<file path="src/rtl/climate_ctrl.sv">
// Hysteresis climate controller: IDLE/COOL/HEAT/LOCK/OFF with dwell and lockout.
// Define FAN_OVERRUN_EN to keep the fan running into the first FAN_RUN cycles of LOCK.
module climate_ctrl #(
    parameter int W       = 8,
    parameter int MIN_ON  = 16,
    parameter int LOCKOUT = 32,
    parameter int FAN_RUN = 8
) (
    input  logic         clk,
    input  logic         rstn,
    input  logic         en,
    input  logic [W-1:0] sensor,
    input  logic [W-1:0] heat_on_th,
    input  logic [W-1:0] heat_off_th,
    input  logic [W-1:0] cool_off_th,
    input  logic [W-1:0] cool_on_th,
    output logic         cool_o,
    output logic         heat_o,
    output logic         fan_o,
    output logic [2:0]   state_o,
    output logic         cfg_err_o
);

    typedef enum logic [2:0] {
        IDLE = 3'b000,
        COOL = 3'b001,
        HEAT = 3'b010,
        LOCK = 3'b011,
        OFF  = 3'b100
    } state_t;

    localparam int MX0  = (MIN_ON > LOCKOUT) ? MIN_ON : LOCKOUT;
    localparam int DMAX = ((MX0 > FAN_RUN) ? MX0 : FAN_RUN) - 1;
    localparam int DW   = (DMAX < 1) ? 1 : $clog2(DMAX + 1);

    localparam logic [DW-1:0] DSAT      = DW'(DMAX);
    localparam logic [DW-1:0] MIN_LAST  = DW'(MIN_ON - 1);
    localparam logic [DW-1:0] LOCK_LAST = DW'(LOCKOUT - 1);

    state_t        state, state_n;
    logic [DW-1:0] dwell, dwell_n;
    logic          fan_n;

    assign cfg_err_o = !((heat_on_th < heat_off_th) &&
                         (heat_off_th <= cool_off_th) &&
                         (cool_off_th < cool_on_th));

    assign state_o = state;

    always_comb begin
        state_n = state;
        unique case (state)
            OFF: begin
                if (en) state_n = IDLE;
            end
            IDLE: begin
                if (!cfg_err_o && sensor > cool_on_th)
                    state_n = COOL;
                else if (!cfg_err_o && sensor < heat_on_th)
                    state_n = HEAT;
            end
            COOL: begin
                if (cfg_err_o ||
                    (sensor < cool_off_th && dwell >= MIN_LAST))
                    state_n = LOCK;
            end
            HEAT: begin
                if (cfg_err_o ||
                    (sensor > heat_off_th && dwell >= MIN_LAST))
                    state_n = LOCK;
            end
            LOCK: begin
                if (dwell >= LOCK_LAST) state_n = IDLE;
            end
            default: state_n = IDLE;
        endcase
        if (!en) state_n = OFF;
    end

    // Dwell restarts on every state change so each state times itself.
    always_comb begin
        dwell_n = dwell;
        if (state_n != state)
            dwell_n = '0;
        else if (dwell < DSAT)
            dwell_n = dwell + 1'b1;
    end

    always_comb begin
        fan_n = (state_n == COOL) || (state_n == HEAT);
`ifdef FAN_OVERRUN_EN
        if (state_n == LOCK && dwell_n < DW'(FAN_RUN))
            fan_n = 1'b1;
`endif
    end

    always_ff @(posedge clk or negedge rstn) begin
        if (!rstn) begin
            state  <= IDLE;
            dwell  <= '0;
            cool_o <= 1'b0;
            heat_o <= 1'b0;
            fan_o  <= 1'b0;
        end else begin
            state  <= state_n;
            dwell  <= dwell_n;
            cool_o <= (state_n == COOL);
            heat_o <= (state_n == HEAT);
            fan_o  <= fan_n;
        end
    end

endmodule
</file>
<file path="config.mk">
export PLATFORM = sky130hd
export DESIGN_NAME = climate_ctrl
export DESIGN_NICKNAME = d
export VERILOG_FILES = /design/src/rtl/climate_ctrl.sv
export SDC_FILE = /design/constraint.sdc
export NUM_CORES = 1
export LEC_CHECK = 0
export CORE_MARGIN = 2
export CORE_UTILIZATION = 45
export DETAILED_ROUTE_END_ITERATION = 8
export GPL_ROUTABILITY_DRIVEN = 1
export HOLD_SLACK_MARGIN = 0.03
export PLACE_DENSITY = 0.88
export SLEW_MARGIN = 15
export SYNTH_ARGS = -nofsm -noshare
export SYNTH_HDL_FRONTEND = slang
export SYNTH_SLANG_ARGS = --single-unit
</file>
<file path="constraint.sdc">
create_clock -name clk -period 2.2 [get_ports clk]
set_input_delay 0.44 -clock clk [delete_from_list [all_inputs] [get_ports clk]]
set_output_delay 0.44 -clock clk [all_outputs]
set_load 0.01 [all_outputs]
</file>
==> qor.yml, run 1 <==
crit_fanout: 3
worst_slew_pin_slew_ps: 774.4
die_x_um: 68.30
overflow: 0
yosysWarningCount: 0
peakVddDrop_uv: 318.4
path_cells: "buf_8, inv_4, ha_4, nor2b_4, o211ai_1, a211oi_4, buf_4, o41ai_4, o311ai_4, buf_6, buf_6, nor4_4"
drive_gt1_share_pct: 51.22
rsz0062_at_grt: "true"
comb_power_share_pct: 62.3
cts_max_path_buffers: 2
cts_hold_buf: 0
internal-power_uw: 714.9
switching_share_pct: 39.59
place.gp.congestion: 0.7954
synthArstFlopShare_pct: 100.0
regToRegEndpoint: "fan_o"
cts.clk_slew.worst_paths_ps: 50
synthSimpleGateAreaFrac_pct: 16.95
synth_flop_cell: "dfrtp_1"
cap_violations: 0
pwr-share-clk_pct: 17.8
grt_pass1_wl_um: 11100
clock_latency_ps: 240
critical_path.slowest_cell: "o41ai_4"
grt.total_usage_pct: 32.62
num_rows: 23
die_h_um: 68.30
path_buf_inv: 5
finalHoldViolations: 0
hold_path_class: "in -> async"
grt_pass1_vias: 2274
p_switching_uw: 468.6
synth_top_family_by_area: "adder cells"
seq_power_share_pct: 20.0
clock_skew_ps: 1.074
r2r-start: "state_o[0]"
clockRootBuffer: "clkbuf_8"
synth_area_um2: 1861
die-area_um2: 4665
leakage_uw: 0.001639
synth_nets: 311
cts_inserted_buffers: 3
synth.most_common_cell: "ha_1"
dpl_worst_slack_ps: -991.9
yosysSeqAreaShare_pct: 14.79
violations: "negative setup slack"
placed_cell_area_um2: 2796
status: "complete, but fails checks"
avgViaCountPerCell: 6.579
post_drt_wl_per_cell_um: 24.81
synth_commonest_cells: "ha_1, inv_1, a21oi_1"
synth_edf_count: 0
timing.fmax_ghz: 0.3831
cpPeakStageDelay_ps: 380
cp.arrival_ps: 2750
cp_top_family: "compound AO/OA/AOI/OAI gates"
antenna_found_initial: 0
cts.sinks: 11
drt_first_pass_iters: 6
cts_tree: "built"
worst-endpoint-required_ps: 2340
design_area_um2: 3460
synthTopCellsByArea: "ha_1, dfrtp_1, inv_1"
netlist.area_leader.share_pct: 36.99
synth_compound_area_share_pct: 24.21
num_vias: 2487
crit_top_cell: "buf_6"
synthAdderAreaFrac_pct: 36.99
start_util_pct: 46.51
maxSlewViolCount: 0
core_area_um2: 4000
io_pins: 50
worst_slack_ps: -410.0
synth_area_per_cell_um2: 8.735
max_slew_margin_pct: 48.18
ant_nets: 0
post-route-min-period_ps: 2610
cp-start-kind: "input pin"
drtIter0Drc: 288
netlist_instances: 213
ys_types: 39
path_class: "in -> reg"
synth.largest_area_cell: "ha_1"
fin_crit_sh_pct: 118.6
tns_ps: -3922
io_buffers: 49
areaGrowthSynthToFinish_pct: 85.95
hpwl_um: 4359
synthMuxAreaShare_pct: 0
drc: 0
rrSetupSlack_ps: -320
ctsHtreeMaxLevel: 1
crit_path_end_kind: "flip-flop"
synthXorXnorAreaFrac_pct: 0
synth_seq_cells: 11
grt_max_degree: 12
cellPowerDensity_nw_per_um2: 342.1
routed_wl_um: 9377
final_core_util_pct: 86.49
worstRegToRegCells: 8
fill_cells: 178
final_nets: 427
setup_viol: 11
antenna_cells: 0
power.total_uw: 1183
[logic make-up (layout without fill, tap and decap cells)]
logic type,count (synthesis),in the layout
compound gates,61,61
fa+ha+maj,55,55
simple gates,51,51
buf+inv,35,150
flops,11,11
[per-stage QoR]
| stage | instances | hold slack [ps] |
|---|---|---|
| 2_1_floorplan | 213 | 144.4 |
| 3_3_place_gp | 353 | 573.6 |
| 3_5_place_dp | 353 | 583.1 |
| 4_1_cts | 373 | 542.7 |
| 5_1_grt | 378 | 597.3 |
| 6_report | 378 | 550.2 |
[flip-flops by register name (all words and copies together), names as in the netlist]
register  cells
dwell         5
state_o       3
cool_o        1
fan_o         1
heat_o        1
[power by group through the flow]
stage	logic [µW]	registers [µW]	clock network, µW
floorplan	233	235	0
global placement	456	235	0
detailed placement	482	236	0
CTS	564	233	199
global route	771	237	217
finish	737	236	210
[how the worst max path moves through the flow]
| stage | start | slack (ps) | to | cells past startpoint |
|---|---|---|---|---|
| 6_report | cool_off_th[1] | -410 | dwell[1] | 12 |
| 5_1_grt | cool_off_th[1] | -480 | fan_o | 13 |
| 4_1_cts | cool_on_th[6] | -410 | fan_o | 13 |
| 3_5_place_dp | cool_off_th[7] | -990 | fan_o | 12 |
| 3_3_place_gp | cool_off_th[7] | -880 | cfg_err_o | 9 |
| 2_1_floorplan | cool_off_th[6] | -140 | fan_o | 9 |
[layout make-up]
class	instances	area, µm²	share of cell area (%)
Clock buffer	4	45.04	1.302
Inverter	34	147.6	4.268
Multi-Input combinational cell	167	1964	56.78
Sequential cell	11	275.3	7.957
Tap cell	50	62.56	1.808
Timing Repair Buffer	112	964.7	27.88
[metal layers]
metal / global-route usage, % / up-vias / share of wire, %
li1: - / 1033 / -
met1: 37.70 / 1180 / 37
met3: 6.086 / 59 / 9.3
met2: 58.74 / 215 / 48
met4: 13.00 / 0 / 5.6
met5: 0 / - / 0
[cell usage in the layout (no fill, tap or decap), types with 3 or more instances in the layout]
master           count
buf_6               14
dlymetal6s2s_1       8
dfrtp_1             11
nand2_1              3
inv_4                3
o21ai_0              6
nand2b_1             5
inv_2               13
nand4_1              9
a21oi_2              5
buf_8                3
clkbuf_2             9
dlygate4sd2_1        5
buf_4               55
a21oi_1             15
nor4_4               3
ha_1                33
inv_1               16
a21o_1               5
buf_2                6
a2111oi_4            3
o211ai_1             5
nor2_1               8
clkdlybuf4s50_1     10
clkbuf_8             3
ha_4                21
[timing repair]
action	4_1_cts	5_1_grt
pin swaps	43	38
gates cloned	0	0
setup endpoints to repair	11	11
buffers inserted	17	5
resized for setup	127	88
endpoints found under the hold margin	0	0
No activity file was read; power rests on OpenSTA's default activity.
==> inputs of run 2 (changes only) <==
==> constraint.sdc (replaced) <==
create_clock -name clk -period 2.3 [get_ports clk]
set_input_delay 0.23 -clock clk [delete_from_list [all_inputs] [get_ports clk]]
set_output_delay 0.23 -clock clk [all_outputs]
set_load 0.01 [all_outputs]
==> qor.yml, run 2 (synthesis gave the netlist of run 1 again) <==
status: "complete, but fails checks"
violations: "negative setup slack"
fin_crit_sh_pct: 111.6
final_cell_mix: "buf_4, ha_1, inv_1"
hpwl_um: 4437  # +1.8%
largest_reg_flops: 5  # unchanged
cellPowerDensity_nw_per_um2: 320.9  # -6.2%
leakage_uw: 0.001594  # -2.8%
cts_inserted_buffers: 3  # unchanged
ctsHtreeMaxLevel: 1  # unchanged
drtIter0Drc: 189  # -34%
clockRootBuffer: "clkbuf_8"
regMostFlops: "dwell"
avgViaCountPerCell: 6.161  # -6.4%
cp-start-kind: "input pin"
worst_slew_pin_slew_ps: 646.1  # -128.3 ps
peakVddDrop_uv: 299.3  # -6.0%
grt_pass1_wl_um: 11590  # +4.5%
start_util_pct: 46.51  # unchanged
post-route-min-period_ps: 2567
post_drt_wl_per_cell_um: 22.01  # -11%
maxSlewViolCount: 0  # unchanged
dr_wl_met2_um: 3973  # -11%
num_vias: 2335  # -6.1%
die-area_um2: 4665  # unchanged
clock_skew_ps: 8.373  # +7.299 ps
internal-power_uw: 646.3  # -9.6%
path_class: "in -> reg"
met3_length_um: 633  # -27%
multiInputGateArea_um2: 1854  # -5.6%
ant_nets: 0  # unchanged
crit_path_end_kind: "flip-flop"
fill_cells: 208  # +17%
cap_violations: 0  # unchanged
num_rows: 23  # unchanged
p_switching_uw: 408.4  # -13%
whs_ps: 325.6  # -224.6 ps
cts_max_path_buffers: 2  # unchanged
finalHoldViolations: 0  # unchanged
die_h_um: 68.30  # unchanged
grt_pass1_vias: 2343  # +3.0%
die_x_um: 68.30  # unchanged
rsz0062_at_grt: "true"
clock_latency_ps: 250  # about the same
cp.arrival_ps: 2680  # -70 ps
seq_power_share_pct: 21.6  # +1.6 points
cts_hold_buf: 0  # unchanged
place.gp.congestion: 0.9064  # +14%
final_nets: 428  # +0.23%
worst_slack_ps: -266.9  # +143.0 ps
hold_path_class: "in -> async"
overflow: 0  # unchanged
crit_fanout: 5  # +2
routed_wl_um: 8341  # -11%
top_layer_used: "met4"
antenna_cells: 0  # unchanged
io_buffers: 49  # unchanged
wl_met1_um: 3177  # -9.1%
cts_tree: "built"
cts.sinks: 11  # unchanged
comb_power_share_pct: 59.3  # -3.0 points
regArea_um2: 275.3  # unchanged
io_pins: 50  # unchanged
worst-endpoint-required_ps: 2420  # +80 ps
pwr-share-clk_pct: 19.2  # +1.4 points
areaGrowthSynthToFinish_pct: 76.66
cts.clk_slew.worst_paths_ps: 60  # about the same
antenna_found_initial: 0  # unchanged
switching_share_pct: 38.72  # -0.87 points
setup_viol: 10  # -1
drc: 0  # unchanged
core_area_um2: 4000  # unchanged
max_slew_margin_pct: 56.93  # +8.7 points
final_core_util_pct: 82.17  # -4.3 points
timing.fmax_ghz: 0.3896
grt_max_degree: 12  # unchanged
layout_commonest_cell: "buf_4"
grt.total_usage_pct: 33.96  # +1.3 points
drive_gt1_share_pct: 44.68  # -6.5 points
drt_first_pass_iters: 4  # -2
[run 2: metrics by stage]
step / cell area (µm²) / cells / setup TNS (ps) / worst slack [ps] / total power, µW
final: 3287 / 379 / -1853 / -266.9 / 1055
after global routing: 3287 / 379 / -2083 / -298.4 / 1101
after detailed placement: 2695 / 349 / -6789 / -773.7 / 653.4
after CTS: 3163 / 374 / -43.75 / -16.86 / 947.1
after floorplan: 1861 / 213 / -1.055 / -1.055 / 435.1
after global placement: 2695 / 349 / -5244 / -527.1 / 630.7
[run 2: area by class of cell]
cell class	count	share of cell area, %
Multi-Input combinational cell	168	56.41
Sequential cell	11	8.375
Inverter	34	4.111
Tap cell	50	1.903
Timing Repair Buffer	112	27.83
Clock buffer	4	1.370
[run 2: layer usage]
metal  global-route usage (%)  vias to the layer above
li1                         -                     1040
met1                    39.10                     1096
met2                    60.07                      138
met3                    7.401                       61
met4                    14.50                        0
met5                        0                        -
[run 2: power groups by stage]
| stage | clock, µW | sequential (µW) | combinational, µW |
|---|---|---|---|
| 2_1_floorplan | 0 | 225 | 210 |
| 3_3_place_gp | 0 | 226 | 405 |
| 3_5_place_dp | 0 | 227 | 426 |
| 4_1_cts | 190 | 225 | 532 |
| 5_1_grt | 214 | 229 | 658 |
| 6_report | 202 | 228 | 625 |
[run 2: repair_timing]
item / 4_1_cts / 5_1_grt
pin swaps: 38 / 34
setup endpoints to repair: 11 / 11
resized for setup: 119 / 48
cloned: 1 / 0
buffers inserted: 20 / 6
[run 2: worst max-delay path, cell delays in order]
cell,delay (ps)
clkdlybuf4s50_1,450
buf_4,180
ha_1,320
nand4_1,200
a21oi_1,300
o31ai_1,140
a211o_4,370
a211oi_4,380
nor3_2,110
[run 2: path summary, 6_finish.rpt]
check                      startpoint         end  slack [ps]  cells past startpoint
min reg2reg                  dwell[0]    dwell[0]         550                      1
max                         sensor[7]    dwell[3]        -270                      9
max in group asynchronous        rstn      heat_o        1620                      1
min in group clk                   en  state_o[2]         540                      2
max reg2reg                  dwell[0]      cool_o        -100                     10
min                              rstn    dwell[4]         330                      1
